--- src/rtl/dmem_pkg.sv ---
// Shared types and constants for the byte-wide data memory responder.
package dmem_pkg;

    localparam int unsigned DataWidth = 8;
    localparam int unsigned CntWidth  = 4;

    typedef enum logic [1:0] {
        StIdle,
        StWait,
        StResp
    } dmem_state_e;

    // Index width for a power-of-two depth; never narrower than one bit.
    function automatic int unsigned idx_width(input int unsigned depth);
        return (depth > 1) ? $clog2(depth) : 1;
    endfunction

endpackage

--- src/rtl/dmem_array.sv ---
// Byte storage: synchronous write, registered read, whole-array clear on reset.
module dmem_array
    import dmem_pkg::*;
#(
    parameter int unsigned DEPTH = 256,
    parameter int unsigned IdxW  = idx_width(DEPTH)
) (
    input  logic                 clk,
    input  logic                 reset,
    input  logic                 we,
    input  logic                 re,
    input  logic                 clr,
    input  logic [IdxW-1:0]      index,
    input  logic [DataWidth-1:0] wdata,
    output logic [DataWidth-1:0] rdata
);

    logic [DataWidth-1:0] mem_q [DEPTH];
    logic [DataWidth-1:0] rdata_q;

    always_ff @(posedge clk) begin
        if (!reset) begin
            for (int i = 0; i < DEPTH; i++) begin
                mem_q[i] <= '0;
            end
        end else if (we) begin
            mem_q[index] <= wdata;
        end
    end

    // Read register only loads on a read commit, so it reads zero otherwise.
    always_ff @(posedge clk) begin
        if (!reset) begin
            rdata_q <= '0;
        end else if (re) begin
            rdata_q <= mem_q[index];
        end else if (clr) begin
            rdata_q <= '0;
        end
    end

    assign rdata = rdata_q;

endmodule

--- src/rtl/dmem_responder.sv ---
// Single-outstanding byte memory responder with fixed latency.
// Optional address range checking is enabled by defining DMEM_ADDR_CHECK_EN.
module dmem_responder
    import dmem_pkg::*;
#(
    parameter int unsigned DEPTH   = 256,
    parameter int unsigned LATENCY = 2
) (
    input  logic                 clk,
    input  logic                 reset,
    input  logic                 req_valid,
    output logic                 req_ready,
    input  logic                 req_write,
    input  logic [31:0]          req_addr,
    input  logic [DataWidth-1:0] req_wdata,
    output logic                 rsp_valid,
    input  logic                 rsp_ready,
    output logic [DataWidth-1:0] rsp_rdata,
    output logic                 rsp_err,
    output logic                 busy
);

    localparam int unsigned IdxW = idx_width(DEPTH);

    dmem_state_e          state_q, state_d;
    logic [CntWidth-1:0]  cnt_q, cnt_d;
    logic                 write_q, write_d;
    logic [IdxW-1:0]      index_q, index_d;
    logic [DataWidth-1:0] wdata_q, wdata_d;

    logic accept;
    logic fire;
    logic rsp_done;
    logic addr_bad;
    logic mem_we;
    logic mem_re;

    assign req_ready = (state_q == StIdle) && reset;
    assign rsp_valid = (state_q == StResp) && reset;
    assign busy      = (state_q != StIdle) && reset;

    assign accept   = req_valid && req_ready;
    assign fire     = (state_q == StWait) && (cnt_q == '0);
    assign rsp_done = rsp_valid && rsp_ready;

`ifdef DMEM_ADDR_CHECK_EN
    logic oor_q, oor_d;

    always_ff @(posedge clk) begin
        if (!reset) begin
            oor_q <= 1'b0;
        end else begin
            oor_q <= oor_d;
        end
    end

    always_comb begin
        oor_d = oor_q;
        if (accept) begin
            oor_d = (req_addr >= 32'(DEPTH));
        end
    end

    assign addr_bad = oor_q;
    assign rsp_err  = oor_q && rsp_valid;
`else
    // Upper address bits are ignored: addresses alias modulo DEPTH.
    logic unused_addr;
    assign unused_addr = ^req_addr[31:IdxW];
    assign addr_bad    = 1'b0;
    assign rsp_err     = 1'b0;
`endif

    always_ff @(posedge clk) begin
        if (!reset) begin
            state_q <= StIdle;
            cnt_q   <= '0;
            write_q <= 1'b0;
            index_q <= '0;
            wdata_q <= '0;
        end else begin
            state_q <= state_d;
            cnt_q   <= cnt_d;
            write_q <= write_d;
            index_q <= index_d;
            wdata_q <= wdata_d;
        end
    end

    always_comb begin
        state_d = state_q;
        cnt_d   = cnt_q;
        write_d = write_q;
        index_d = index_q;
        wdata_d = wdata_q;
        unique case (state_q)
            StIdle: begin
                if (accept) begin
                    write_d = req_write;
                    index_d = req_addr[IdxW-1:0];
                    wdata_d = req_wdata;
                    cnt_d   = CntWidth'(LATENCY - 1);
                    state_d = StWait;
                end
            end
            StWait: begin
                if (cnt_q != '0) begin
                    cnt_d = cnt_q - 1'b1;
                end else begin
                    state_d = StResp;
                end
            end
            StResp: begin
                if (rsp_done) begin
                    state_d = StIdle;
                end
            end
            default: state_d = StIdle;
        endcase
    end

    // Storage is touched only on the WAIT->RESP edge.
    assign mem_we = fire && write_q && !addr_bad;
    assign mem_re = fire && !write_q && !addr_bad;

    dmem_array #(
        .DEPTH (DEPTH),
        .IdxW  (IdxW)
    ) u_array (
        .clk   (clk),
        .reset (reset),
        .we    (mem_we),
        .re    (mem_re),
        .clr   (rsp_done),
        .index (index_q),
        .wdata (wdata_q),
        .rdata (rsp_rdata)
    );

endmodule

--- config.mk ---
export PLATFORM = sky130hd
export DESIGN_NAME = dmem_responder
export DESIGN_NICKNAME = d
export VERILOG_FILES = /design/src/rtl/dmem_pkg.sv /design/src/rtl/dmem_array.sv /design/src/rtl/dmem_responder.sv
export SDC_FILE = /design/constraint.sdc
export NUM_CORES = 2
export LEC_CHECK = 0
export BUFFER_PORTS_ARGS = -buffer_cell sky130_fd_sc_hd__buf_2
export CORE_ASPECT_RATIO = 0.75
export CORE_MARGIN = 2
export CORE_UTILIZATION = 40
export CTS_BUF_LIST = sky130_fd_sc_hd__clkbuf_8 sky130_fd_sc_hd__clkbuf_16
export CTS_CLUSTER_DIAMETER = 150
export DETAILED_ROUTE_END_ITERATION = 16
export GPL_TIMING_DRIVEN = 1
export PLACE_DENSITY_LB_ADDON = 0.12
export SLEW_MARGIN = 20
export SYNTH_ARGS = -nofsm -noshare
export SYNTH_HDL_FRONTEND = slang
export SYNTH_SLANG_ARGS = --single-unit
--- constraint.sdc ---
create_clock -name clk -period 4.4 [get_ports clk]
set_clock_uncertainty 0.05 [all_clocks]
set_input_delay 0.66 -clock clk [delete_from_list [all_inputs] [get_ports clk]]
set_output_delay 0.66 -clock clk [all_outputs]
set_load 0.1 [all_outputs]
==> key figures <==
Yosys
  • Post-synthesis xor/xnor area fraction: 0.000182
  • Post-synth cell types: 65
  • Synthesized flop and latch total: 2,087
  • Post-synthesis simple-gate area fraction: 0.165
  • Yosys warning total: 0
  • Post-Syn Area: ~96,000 um2
  • Mux cell area share after synthesis: 0.125
  • Register area share after synthesis: 0.647
  • Largest family of logic cells by synthesized area: simple AND/OR/NAND/NOR gates
  • Asr flop ratio synth: 0
  • Adder-cell share of the synthesized area: 0.000130
  • Top_reg_cell synth: edfxtp_1
  • Syn Inst Count: 6,577
  • Syn Nets: 6,623
  • Synthesized area per cell: 14.6 um2
  • Post-synth EDFFs: slightly above 2,000
  • Compound-Gate Fraction of Synth Area: 0.0356

Die
  • Die Y: approximately 430 um
  • Starting Density: 0.403
  • DIE WIDTH: 571 um
  • Die ar.: 245,000 um2
  • IO Pins: 57
  • Rows: 155
  • Core region area: 239,000 um2

Power
  • Worst vdd ir: 0.000331 V
  • Switching share of total power: 0.251
  • Pwr/cell area: 418 nW/um2
  • Internal: around 34,000 uW
  • Total power: 45,600 uW
  • Reg power frac: 0.501
  • Part of the power in the clock network: 0.401
  • Combinational power share: 0.099
  • Net Sw Power: 11,500 uW
  • Leak: around 0.039 uW

Worst setup path
  • Buf+Inv Stages, Crit Path: 3
  • Most frequent CP cell: buf_4
  • CP max-delay cell: dfxtp_4
  • Slowest Stage Delay on Critical Path: 890 ps
  • Worst EP arrival: 4950 ps
  • Reg2Reg Depth: 10
  • Reg2reg end: u_array.rdata[2]$_SDFFE_PN0P_
  • Crit path required time: just over 5000 ps
  • Critical path depth in cells: 10
  • Max FO, Critical Path: 35
  • R2R setup slack: ~180 ps
  • CP cell instances: buf_4 > buf_4 > mux4_2 > mux2i_1 > nand3_1 > nand4_1 > a21oi_1 > a311oi_1 > buf_4 > o21ai_1
  • Startpoint Class: flip-flop
  • CP Class: flip-flop to flip-flop
  • Worst Setup End Kind: flip-flop
  • CP delay by family, top: compound AO/OA/AOI/OAI gates

Global route
  • Overflow after GRT: 0
  • Largest net degree at the start of global routing: 117
  • Initial antenna violation count: 26
  • Number of global-route vias before repair: around 56,000
  • Total GRT Usage: 0.254
  • First-pass GRT wire length: 442,000 um

Timing
  • Slew @ Worst Pin: 1110 ps
  • Min Tclk post-route: 4220 ps
  • Final setup TNS: 0 ps
  • Final Setup Violations: 0
  • Max transition margin: 0.257
  • Final worst slack: between 150 and 200 ps
  • Unrepaired setup endpoints after global routing: false
  • Hold Fails Final Rpt: 0
  • Final count of pins violating max slew: 0
  • FMAX: 237 MHz
  • Fin crit share: 0.960

Route
  • WL final: 313,000 um
  • Vias/cell: between 5 and 6
  • Routed Antenna Nets: 0
  • Initial DRT Pass Iterations: 6
  • Post-route DRC: 0
  • DRT iter0 DRCs: 7,650
  • Via count: approximately 58,000
  • Wirelength per Cell: 30.8 um

Place
  • Cells after DPL: 9,766
  • Placed instance area: 102,000 um2
  • Routability cong.: 0.847
  • Place WS: between 200 and 300 ps
  • IO Port Bufs: 31
  • DP Wirelength: 204,000 um

Finish
  • Most frequent cells in the layout: and2_1 (2,061), edfxtp_1 (2,048), mux4_2 (475)
  • NumNets Final: 6,825
  • Area Overhead vs Synth: 13.4%
  • Layout cell share with drive strength beyond 1: 0.196
  • Post-route design area: 109,000 um2
  • Most common cell after layout, fill and taps aside: and2_1
  • Non-Filler Instances: 10,179
  • Fill cells: 20,997

Clocking
  • Htree depth: 4
  • Clock root cell: clkbuf_16
  • CTS max path bufs: 4
  • Post-CTS setup buffers: 0
  • CTS Buf Count: 219
  • CTS tree: yes
  • Clock-pin slew on the worst setup and hold paths: roughly 60 ps
  • Clock sinks: 2,087
  • Worst skew pair latency: 910 ps

Hold path
  • Worst Hold Path EP: write_q$_SDFFE_PN0N_
  • HP Class: input port to flip-flop
  • HP Start: req_write
  • Worst hold stages: 3

Run status
  • Status: completed

Run
  • # Max-Cap Violations: 0
[cells by family after synthesis]
| logic type | count (synthesis) |
|---|---|
| buf+inv | 563 |
| compound gates | 568 |
| other cells | 1 |
| simple gates | 2754 |
| mux | 601 |
| flops | 2087 |
| xor+xnor | 2 |
| fa+ha+maj | 1 |
[power by group through the flow]
stage	sequential [uW]	clock [uW]	combinational, uW
floorplan	23000	0	2530
global placement	23200	0	4460
detailed placement	23300	0	4480
CTS	22800	18500	4500
global route	22900	19300	4690
finish	22800	18300	4500
[flip-flops by register name, summed over array words and instances (netlist names), named ones only]
register and count:
state_q 2, cnt_q 4, u_array.mem_q 2048, wdata_q 8, u_array.rdata 8, write_q 1, index_q 8
[per-layer routing]
| layer | track usage | wire length, um | vias to the layer above |
|---|---|---|---|
| li1 | - | - | 24643 |
| met1 | 0.400 | 145000 | 30213 |
| met2 | 0.362 | 133000 | 2554 |
| met3 | 0.0460 | 28200 | 391 |
| met4 | 0.0577 | 7230 | 2 |
| met5 | 0 | 13 | - |
[cell type report]
class                   count  area, um2  share of cell area
diodes                      7       17.5            0.000160
clock inverters           171       1280              0.0117
well taps                3218       4030              0.0369
inverters                   7       32.5            0.000298
flip-flops and latches   2087      62300               0.571
multi-input cells        3927      31500               0.288
clock buffers             225       5590              0.0511
repair buffers            537       4500              0.0412
[worst min-delay path, stage by stage]
cell and delay, ps:
buf_2 80, nand2_1 120, o21ai_0 100
[cells in the mapped netlist, types with 39 or more instances]
library cell,number,area share
and2_1,2063,0.13
edfxtp_1,2048,0.64
mux4_2,475,0.11
clkbuf_1,393,0.015
nor2_1,295,0.011
o21ai_0,291,0.015
nand2_1,196,0.0076
mux2i_1,110,0.011
nand3_1,69,0.0036
buf_2,67,0.0035
o22ai_1,62,0.0040
a21oi_1,53,0.0028
a22oi_1,40,0.0031
buf_6,39,0.0046
dfxtp_1,39,0.0081
[worst max path at each step]
stage                                               end  slack (ps)
after floorplan                   cnt_q[3]$_SDFFE_PN0P_         330
after global placement    u_array.rdata[6]$_SDFFE_PN0P_         260
after detailed placement  u_array.rdata[6]$_SDFFE_PN0P_         250
after CTS                 u_array.rdata[6]$_SDFFE_PN0P_         190
after global routing      u_array.rdata[6]$_SDFFE_PN0P_         150
final                     u_array.rdata[2]$_SDFFE_PN0P_         180
[repair_timing]
item | in CTS | in global routing
setup endpoints to repair | 0 | 0
hold endpoints to repair | 11 | 0
hold buffers | 10 | 0
gates resized for setup | 0 | 0
[per-stage QoR]
| step | hold WS [ps] | utilization |
|---|---|---|
| floorplan | 430 | - |
| global placement | 385 | 0.428 |
| detailed placement | 390 | 0.428 |
| CTS | 17.0 | 0.457 |
| global route | 46.1 | 0.457 |
| finish | 46.0 | 0.458 |
Note: power is estimated with default switching activity, not from simulation.
